$ cat src/rtl/fi_fault_monitor.sv
// fi_fault_monitor
// Golden-model checker that runs beside the fault-injection target.
// It keeps a cycle-accurate shadow of the target's three-flop datapath,
// compares the shadow with the target's registered outputs every cycle and,
// once armed, counts the divergences. It also records when and where the
// first divergence happened, and raises an alarm when the count reaches THRESH.

module fi_fault_monitor #(
    parameter int CNT_W  = 16,
    parameter int TS_W   = 32,
    parameter int THRESH = 4
) (
    input  logic             clk,
    input  logic             reset,
    input  logic             arm,
    input  logic             clear,
    input  logic             a,
    input  logic             enable,
    input  logic             o1,
    input  logic             o2,
    input  logic             o3,
    output logic             fault,
    output logic             alarm,
    output logic [CNT_W-1:0] err_count,
    output logic [TS_W-1:0]  first_ts,
    output logic [2:0]       first_vec,
    output logic [1:0]       state
);

    typedef enum logic [1:0] {
        IDLE  = 2'd0,
        ARMED = 2'd1,
        FAULT = 2'd2,
        ALARM = 2'd3
    } state_t;

    localparam logic [CNT_W-1:0] CNT_MAX    = '1;
    localparam logic [CNT_W-1:0] CNT_ONE    = CNT_W'(1);
    localparam logic [CNT_W-1:0] THRESH_V   = CNT_W'(THRESH);
    localparam logic [TS_W-1:0]  TS_MAX     = '1;
    localparam logic [TS_W-1:0]  TS_ONE     = TS_W'(1);
    localparam bit               THRESH_ONE = (THRESH == 1);

    state_t state_q;
    state_t state_d;

    logic s1;
    logic s2;
    logic s3;

    logic [TS_W-1:0] ts;

    logic [2:0]       mis;
    logic             any_mis;
    logic [CNT_W-1:0] cnt_inc;

    logic             fault_d;
    logic             alarm_d;
    logic [CNT_W-1:0] err_count_d;
    logic [TS_W-1:0]  first_ts_d;
    logic [2:0]       first_vec_d;

    // Shadow of the target datapath; it follows the target from reset regardless of FSM state
    always_ff @(posedge clk or posedge reset) begin
        if (reset) begin
            s1 <= 1'b0;
            s2 <= 1'b0;
            s3 <= 1'b0;
        end else begin
            s1 <= enable ? a : s1;
            s2 <= s1;
            s3 <= !s1;
        end
    end

    // Free-running cycle timestamp that sticks at all-ones instead of wrapping
    always_ff @(posedge clk or posedge reset) begin
        if (reset) begin
            ts <= '0;
        end else if (ts != TS_MAX) begin
            ts <= ts + TS_ONE;
        end
    end

    // Per-bit divergence between the target outputs and the shadow, plus saturating count increment
    always_comb begin
        mis     = {o3, o2, o1} ^ {s3, s2, s1};
        any_mis = |mis;
        cnt_inc = (err_count == CNT_MAX) ? CNT_MAX : (err_count + CNT_ONE);
    end

    // Next-state and capture logic; clear overrides both arm and any mismatch
    always_comb begin
        state_d     = state_q;
        fault_d     = fault;
        alarm_d     = alarm;
        err_count_d = err_count;
        first_ts_d  = first_ts;
        first_vec_d = first_vec;

        if (clear) begin
            state_d     = IDLE;
            fault_d     = 1'b0;
            alarm_d     = 1'b0;
            err_count_d = '0;
            first_ts_d  = '0;
            first_vec_d = 3'b000;
        end else begin
            case (state_q)
                IDLE: begin
                    if (arm) begin
                        state_d = ARMED;
                    end
                end
                ARMED: begin
                    if (any_mis) begin
                        err_count_d = CNT_ONE;
                        first_ts_d  = ts;
                        first_vec_d = mis;
                        fault_d     = 1'b1;
                        if (THRESH_ONE) begin
                            state_d = ALARM;
                            alarm_d = 1'b1;
                        end else begin
                            state_d = FAULT;
                        end
                    end
                end
                FAULT: begin
                    if (any_mis) begin
                        err_count_d = cnt_inc;
                        if (cnt_inc >= THRESH_V) begin
                            state_d = ALARM;
                            alarm_d = 1'b1;
                        end
                    end
                end
                ALARM: begin
                    if (any_mis) begin
                        err_count_d = cnt_inc;
                    end
                end
                default: begin
                    state_d = IDLE;
                end
            endcase
        end
    end

    // State register and registered capture outputs
    always_ff @(posedge clk or posedge reset) begin
        if (reset) begin
            state_q   <= IDLE;
            fault     <= 1'b0;
            alarm     <= 1'b0;
            err_count <= '0;
            first_ts  <= '0;
            first_vec <= 3'b000;
        end else begin
            state_q   <= state_d;
            fault     <= fault_d;
            alarm     <= alarm_d;
            err_count <= err_count_d;
            first_ts  <= first_ts_d;
            first_vec <= first_vec_d;
        end
    end

    assign state = state_q;

endmodule
$ cat config.mk
export PLATFORM = sky130hd
export DESIGN_NAME = fi_fault_monitor
export DESIGN_NICKNAME = d
export VERILOG_FILES = /design/src/rtl/fi_fault_monitor.sv
export SDC_FILE = /design/constraint.sdc
export NUM_CORES = 1
export LEC_CHECK = 0
export BUFFER_PORTS_ARGS = -buffer_cell sky130_fd_sc_hd__clkbuf_2
export CAP_MARGIN = 20
export CORE_MARGIN = 4
export CORE_UTILIZATION = 30
export CTS_BUF_LIST = sky130_fd_sc_hd__clkbuf_8 sky130_fd_sc_hd__clkbuf_16
export DETAILED_ROUTE_END_ITERATION = 8
export HOLD_SLACK_MARGIN = 0.03
export RECOVER_POWER = 100
export SYNTH_ARGS = -nofsm -noshare
export SYNTH_HDL_FRONTEND = slang
export SYNTH_SLANG_ARGS = --single-unit
export TNS_END_PERCENT = 30
$ cat constraint.sdc
create_clock -name clk -period 4.8 [get_ports clk]
set_clock_uncertainty 0.15 [all_clocks]
set_input_delay 0.24 -clock clk [delete_from_list [all_inputs] [get_ports clk]]
set_output_delay 0.24 -clock clk [all_outputs]
set_load 0.01 [all_outputs]
==> flow_metrics.env, run 1 <==
export IMPL_status="finished, violations left"
export IMPL_violations="max-capacitance violations, max-slew violations"
export IMPL_sequentialPowerShare_pct=43.6
export IMPL_comb_power_share_pct=18.0
export IMPL_wl_met3_um=550
export IMPL_yosysWarnings=0
export IMPL_wl_met1_mm=4.903
export IMPL_synth_area_per_cell_um2=9.522
export IMPL_die_area_mm2=0.01694
export IMPL_grt_usage_pct=12.90
export IMPL_end_kind="async pin"
export IMPL_portBuffers=63
export IMPL_grt_pass1_wl_mm=17.54
export IMPL_maxCapViolCount=1
export IMPL_startpoint="reset"
export IMPL_rows=44
export IMPL_power_density_mw_per_mm2=361.8
export IMPL_min_period_ns=2.985
export IMPL_dp_hpwl_mm=7.275
export IMPL_globalplace_congestion=0.8624
export IMPL_met2_length_mm=4.790
export IMPL_slowest_delay_ns=1.27
export IMPL_period_share_pct=62.19
export IMPL_top_layer="met4"
export IMPL_firstDrtPassIters=4
export IMPL_worstPathMaxFanout=49
export IMPL_grt_ovfl_total=0
export IMPL_synth_cell_types=50
export IMPL_synthCells=470
export IMPL_synth_area_leaders="dfrtp_1 (50%), o21ai_0 (6.3%), nand2_1 (5.1%)"
export IMPL_cts_resized=0
export IMPL_cts_tree="done"
export IMPL_path_cells="dlygate4sd3_1 > clkbuf_2 > clkinvlp_2 > clkbuf_2"
export IMPL_critPathArrivalTime_ns=3.16
export IMPL_cts_buffers=9
export IMPL_dpl_instance_area_mm2=0.004950
export IMPL_synth_nets=485
export IMPL_rsz0062_at_grt="false"
export IMPL_grt_pass1_vias=3536
export IMPL_internal_power_mw=1.317
export IMPL_tightest_slew_ns=2.264
export IMPL_cp_data_required_time_ns=4.97
export IMPL_hp_class="in -> reg"
export IMPL_core_area_mm2=0.01459
export IMPL_synth_edf_count=0
export IMPL_hold_start="o3"
export IMPL_vias=3613
export IMPL_hold_path_depth=3
export IMPL_grt_max_degree=72
export IMPL_worst_ir_drop_vdd_mv=0.1798
export IMPL_hold_viol=0
export IMPL_finalSetupTns_ns=0
export IMPL_synth_seq_area_share_pct=50.32
export IMPL_netSwitchingFraction_pct=29.99
export IMPL_synth_largest_area_cell="dfrtp_1"
export IMPL_power_switching_mw=0.5642
export IMPL_die_x_um=130.1
export IMPL_worst_path_most_repeated_cell="clkbuf_2"
export IMPL_antenna_found_initial=0
export IMPL_io_pins=64
export IMPL_synthFlopType="dfrtp_1"
export IMPL_wl_per_cell_um=14.54
export IMPL_clock_path_buffers=2
export IMPL_cts_root_buffer="clkbuf_16"
export IMPL_drc=0
export IMPL_syn_to_final_growth_pct=16.16
export IMPL_nets=541
export IMPL_synth_area_mm2=0.004476
export IMPL_final_cell_area_mm2=0.005199
export IMPL_drt_total_wl_mm=10.39
export IMPL_synthArstFlopShare_pct=100.0
export IMPL_htreeDepth=3
export IMPL_synth_top_area_share_pct=50.32
export IMPL_insertion_delay_ns=0.34
export IMPL_critical_path_class="in -> async"
export IMPL_drt_iter0_markers=166
export IMPL_pwr_share_clk_pct=38.3
export IMPL_cts_reportedPaths_clkPinSlew_ns=0.06
export IMPL_drive_gt1_share_pct=6.780
export IMPL_clkSinkCount=90
export IMPL_critPathLaunchType="primary input"
export IMPL_slew_headroom_pct=-51.75
export IMPL_initial_core_util_pct=30.68
export IMPL_fmax_ghz=0.3350
export IMPL_leakage_nw=2.138
export IMPL_final_antenna_net_count=0
export IMPL_cp_slowest_cell="clkinvlp_2"
export IMPL_final_max_slew_violation_count=50
export IMPL_whs_ns=0.1449
export IMPL_setup_violations=0
export IMPL_antenna_cells=0
export IMPL_reg2reg_from="ts[5]$_DFFE_PP0P_"
export IMPL_r2r_cells=6
export IMPL_vias_per_cell=5.053
export IMPL_synth_seq_cells=90
export IMPL_die_height_um=130.1
[final cells by class]
| type | count | area, um2 |
|---|---|---|
| flip-flops and latches | 90 | 2252 |
| repair buffers | 69 | 296.5 |
| clock inverters | 7 | 77.57 |
| fillers | 1508 | 9390 |
| well taps | 184 | 230.2 |
| multi-input cells | 344 | 2071 |
| clock buffers | 9 | 225.2 |
| inverters | 12 | 46.29 |
[timing repair]
item,4_1_cts,5_1_grt
setup buffers,0,0
hold buffers,3,0
hold endpoints to repair,49,0
[per-layer routing]
layer	vias to the layer above	global-route usage, %
met5	-	0
met4	0	3.973
met3	13	3.520
met2	83	20.19
met1	1751	17.45
li1	1766	-
[critical path: cells and delay by family]
| kind | cells | cell delay [ns] |
|---|---|---|
| buffers and inverters | 4 | 2.87 |
[power by group through the flow]
stage / Sequential (mW) / Clock [mW] / Combinational [mW]
after CTS: 0.821 / 0.746 / 0.349
after global routing: 0.824 / 0.782 / 0.383
after floorplan: 0.843 / 0 / 0.234
after global placement: 0.833 / 0 / 0.337
final: 0.820 / 0.721 / 0.339
after detailed placement: 0.835 / 0 / 0.347
[metrics by stage]
stage                     std cells  utilization, %  setup slack [ns]  power (mW)
after global routing            715           35.63             1.208       1.989
after detailed placement        695           33.93             2.117       1.182
after floorplan                 470               -             2.075       1.077
after CTS                       714           36.21             2.093       1.916
final                           715           35.63             1.815       1.881
after global placement          695           33.93             2.131       1.171
[synthesized netlist by cell type (4+ instances only)]
library cell  instances
xnor2_1              24
mux2i_1               4
clkbuf_1             22
ha_1                  6
a31oi_1               5
nor4b_1               5
xor2_1               12
nor2_1               27
o21ai_0              56
nand3_1              14
nand4_1              14
nand2b_1             34
and4_1                4
a21oi_1              15
o31ai_1               9
nand2_1              61
nor3_1                6
and3_1                6
dfrtp_1              90
inv_1                12
[state kept, by name, indices dropped and copies added, names as in the netlist]
name and cells:
first_ts 32, first_vec 3, s1 1, fault 1, alarm 1, s2 1, ts 32, s3 1
err_count 16, state 2
[cell usage in the layout (no fill, tap or decap), types with 4 or more instances in the layout]
cell and instances:
o31ai_1 9, a21oi_1 14, clkbuf_2 9, ha_1 6, xnor2_1 24, nor4b_1 5
a31oi_1 5, nor3_1 7, nand2_1 61, nand4_1 14, nor2_1 27, and4_1 4
clkbuf_1 55, and3_1 6, nand2b_1 34, dfrtp_1 90, inv_1 12, nand3_1 14
xor2_1 12, mux2i_1 4, o21ai_0 56, clkbuf_16 9
[logic make-up (layout without fill, tap and decap cells)]
group | Yosys count | after routing | synth area share (%)
and+or+nand+nor | 190 | 190 | 22.42
AOI/OAI and AO/OA | 106 | 106 | 13.92
DFF | 90 | 90 | 50.32
xor gates and xnor gates | 36 | 36 | 7.045
buffers and inverters | 36 | 97 | 3.215
adders and majority gates | 6 | 6 | 1.677
muxes | 6 | 6 | 1.398
[worst paths after layout]
kind / slack, ns / to
max in group clk: 2.05 / ts[7]$_DFFE_PP0P_
setup / recovery: 1.81 / first_ts[9]$_DFFE_PP0P_
hold reg to reg: 0.27 / s2$_DFF_PP0_
hold / removal: 0.14 / first_vec[2]$_DFFE_PP0P_
setup reg to reg: 2.05 / ts[7]$_DFFE_PP0P_
min in group asynchronous: 0.88 / err_count[5]$_DFFE_PP0P_
Power figures use the tool's default switching activity.
==> run 2, diff against run 1 <==
- ABC_AREA: unset -> 1
- clock period: 4.8 -> 3.1 ns (I/O delays scaled with it)
==> run 2 against run 1 <==
Compared with the run above: the flow still finishes with violations (max-capacitance violations, max-slew violations); final area grew 1.5%; hold slack improved by 0.027 ns; non-clock buffer count grew 4; combinational power up 29%; synthesized cell count is 14% higher; register-to-register slack got worse by 1.6 ns; critical endpoint is now ts[29]$_DFFE_PP0P_; largest power group unchanged.
==> flow_metrics.env, run 2 <==
export IMPL_tightest_slew_ns=1.978
export IMPL_min_period_ns=2.675
export IMPL_synthArstFlopShare_pct=100.0
export IMPL_grt_pass1_vias=3817
export IMPL_synth_cell_types=33
export IMPL_clkSinkCount=90
export IMPL_worstPathMaxFanout=16
export IMPL_grt_max_degree=91
export IMPL_synthCells=538
export IMPL_cts_resized=0
export IMPL_comb_power_share_pct=15.9
export IMPL_dp_hpwl_mm=8.030
export IMPL_pre_cts_ws_ns=0.7373
export IMPL_clock_path_buffers=2
export IMPL_finalSetupTns_ns=0
export IMPL_internal_power_mw=1.914
export IMPL_syn_to_final_growth_pct=15.66
export IMPL_antenna_cells=0
export IMPL_synth_area_per_cell_um2=8.479
export IMPL_reg2reg_slack_ns=0.42
export IMPL_io_pins=64
export IMPL_critPathArrivalTime_ns=2.75
export IMPL_final_max_slew_violation_count=91
export IMPL_pwr_share_clk_pct=37.4
export IMPL_power_switching_mw=0.8448
export IMPL_cts_buffers=9
export IMPL_initial_core_util_pct=31.04
export IMPL_end_kind="flop"
export IMPL_ys_top_cells_by_count="nand2_1 (130), dfrtp_1 (90), inv_1 (67)"
export IMPL_synth_seq_area_share_pct=49.37
export IMPL_status="finished, violations left"
export IMPL_critPathLaunchType="flop"
export IMPL_final_antenna_net_count=0
export IMPL_synth_nets=553
export IMPL_synth_edf_count=0
export IMPL_hold_viol=0
export IMPL_cp_slowest_cell="nand2_1"
export IMPL_totalPowerFinal_mw=2.759
export IMPL_vias_per_cell=4.755
export IMPL_setup_slack_ns=0.4249
export IMPL_cts_reportedPaths_clkPinSlew_ns=0.07
export IMPL_slowest_delay_ns=0.45
export IMPL_cts_root_buffer="clkbuf_16"
export IMPL_worst_ir_drop_vdd_mv=0.3408
export IMPL_portBuffers=63
export IMPL_cp_data_required_time_ns=3.18
export IMPL_final_cell_area_mm2=0.005276
export IMPL_synth_most_common_cell="nand2_1"
export IMPL_rsz0062_at_grt="false"
export IMPL_power_density_mw_per_mm2=522.9
export IMPL_period_share_pct=86.29
export IMPL_hp_class="in -> reg"
export IMPL_maxCapViolCount=1
export IMPL_critical_path_buf_inv_count=1
export IMPL_synthFlopType="dfrtp_1"
export IMPL_violations="max-capacitance violations, max-slew violations"
export IMPL_htreeDepth=3
export IMPL_cts_tree="done"
export IMPL_synth_area_leaders="dfrtp_1 (49%), nand2_1 (11%), inv_1 (5.5%)"
export IMPL_grt_usage_pct=13.07
export IMPL_path_cells="ha_1 > nand3_1 > inv_1 > nand3_1 > nor3b_1 > nand2_1 > nand3_4 > nor2_1 > nand2_4 > nor2_1 > nand2_1 > nand2_1"
export IMPL_worst_path_most_repeated_cell="nand2_1"
export IMPL_critical_path_class="reg -> reg"
export IMPL_fmax_ghz=0.3738
export IMPL_die_x_um=131.3
export IMPL_globalplace_congestion=0.8425
export IMPL_drive_gt1_share_pct=8.428
export IMPL_synth_top_area_share_pct=49.37
export IMPL_mostFrequentLayoutCell="nand2_1"
export IMPL_largest_registers="first_ts (32), ts (32), err_count (16)"
export IMPL_drt_iter0_markers=242
export IMPL_dp_cells=778
export IMPL_most_common_layout_cells="nand2_1 (133), dfrtp_1 (90), inv_1 (68)"
export IMPL_insertion_delay_ns=0.35
export IMPL_setup_violations=0
export IMPL_drc=0
export IMPL_die_area_mm2=0.01724
export IMPL_drt_total_wl_mm=11.02
export IMPL_die_height_um=131.3
export IMPL_grt_pass1_wl_mm=18.69
export IMPL_slew_headroom_pct=-31.90
export IMPL_core_area_mm2=0.01470
export IMPL_nets=627
export IMPL_leakage_nw=2.405
export IMPL_rows=44
export IMPL_wl_per_cell_um=13.76
export IMPL_antenna_found_initial=0
export IMPL_dpl_instance_area_mm2=0.005086
export IMPL_sequentialPowerShare_pct=46.7
export IMPL_synth_seq_cells=90
export IMPL_vias=3809
export IMPL_cp_top_family="simple AND/OR/NAND/NOR gates"
export IMPL_firstDrtPassIters=4
export IMPL_grt_ovfl_total=0
export IMPL_instances_no_fill=801
export IMPL_yosysWarnings=0
export IMPL_netSwitchingFraction_pct=30.62
export IMPL_synth_area_mm2=0.004562
export IMPL_synth_largest_area_cell="dfrtp_1"
==> run 2: cell count changes in the layout (fill, tap and decap cells not counted), moves of 6 or more <==
| cell | before | now |
|---|---|---|
| xor2_1 | 12 | 25 |
| nand3_1 | 14 | 42 |
| inv_1 | 12 | 68 |
| and3_1 | 6 | 0 |
| xnor2_1 | 24 | 4 |
| o22ai_1 | 1 | 11 |
| nor2_2 | 0 | 8 |
| o21ai_0 | 56 | 39 |
| nand2_1 | 61 | 133 |
| a21oi_1 | 14 | 5 |
| nor2_1 | 27 | 41 |
| nand2b_1 | 34 | 0 |
| o31ai_1 | 9 | 1 |
==> run 2: tightest hold or removal path, delay by kind of cell <==
| kind | cells | cell delay (ns) |
|---|---|---|
| simple gates | 2 | 0.15 |
| buf+inv | 1 | 0.09 |
| compound gates | 2 | 0.23 |
==> run 2: logic make-up (layout without fill, tap and decap cells) <==
kind of cell	count (synthesis)	in the layout	synth area share (%)
AO/OA/AOI/OAI	59	59	6.912
flip-flops	90	90	49.37
AND/OR/NAND/NOR	271	271	29.24
adder cells (fa/ha/maj)	6	6	1.646
buffers and inverters	83	162	7.268
XOR/XNOR	29	29	5.568
==> run 2: final cells by class <==
type                       instances  area [um2]
fill                            1537        9423
multi-input combinational        365        1906
clock buffer                       9       225.2
inverter                          73       275.3
timing repair buffer              73       334.1
clock inverter                     7       53.80
tap                              184       230.2
sequential                        90        2252
==> run 2: power by group through the flow <==
stage	Clock [mW]	Combinational, mW	Sequential [mW]
after floorplan	0	0.272	1.32
after CTS	1.07	0.464	1.29
after global placement	0	0.443	1.31
after global routing	1.11	0.496	1.29
after detailed placement	0	0.455	1.31
final	1.03	0.439	1.29
==> run 2: layer usage <==
layer / global-route usage, % / vias up / part of all wire, %
li1: - / 1884 / -
met2: 20.82 / 94 / 47
met4: 3.559 / 0 / 1.1
met5: 0 / - / 0
met3: 3.708 / 11 / 4.6
met1: 17.56 / 1820 / 47
==> run 2: path summary, 6_finish.rpt <==
| path | start | cells past startpoint | endpoint |
|---|---|---|---|
| max reg2reg | ts[0]$_DFFE_PP0P_ | 12 | ts[29]$_DFFE_PP0P_ |
| max in group asynchronous | reset | 4 | err_count[5]$_DFFE_PP0P_ |
| min in group asynchronous | reset | 4 | first_ts[5]$_DFFE_PP0P_ |
| max | ts[0]$_DFFE_PP0P_ | 12 | ts[29]$_DFFE_PP0P_ |
| min reg2reg | s1$_DFFE_PP0P_ | 0 | s2$_DFF_PP0_ |
| min | arm | 5 | state[0]$_DFFE_PP0P_ |
==> run 2: stage by stage <==
step                utilization (%)  hold slack (ns)
floorplan                         -          0.06814
global placement              34.60           0.1276
detailed placement            34.60           0.1417
CTS                           36.98           0.1664
global route                  35.90           0.2639
finish                        35.90           0.1716
==> run 2: timing repair <==
action,4_1_cts,5_1_grt
endpoints found under the hold margin,96,0
setup buffers,0,0
hold buffers,7,0
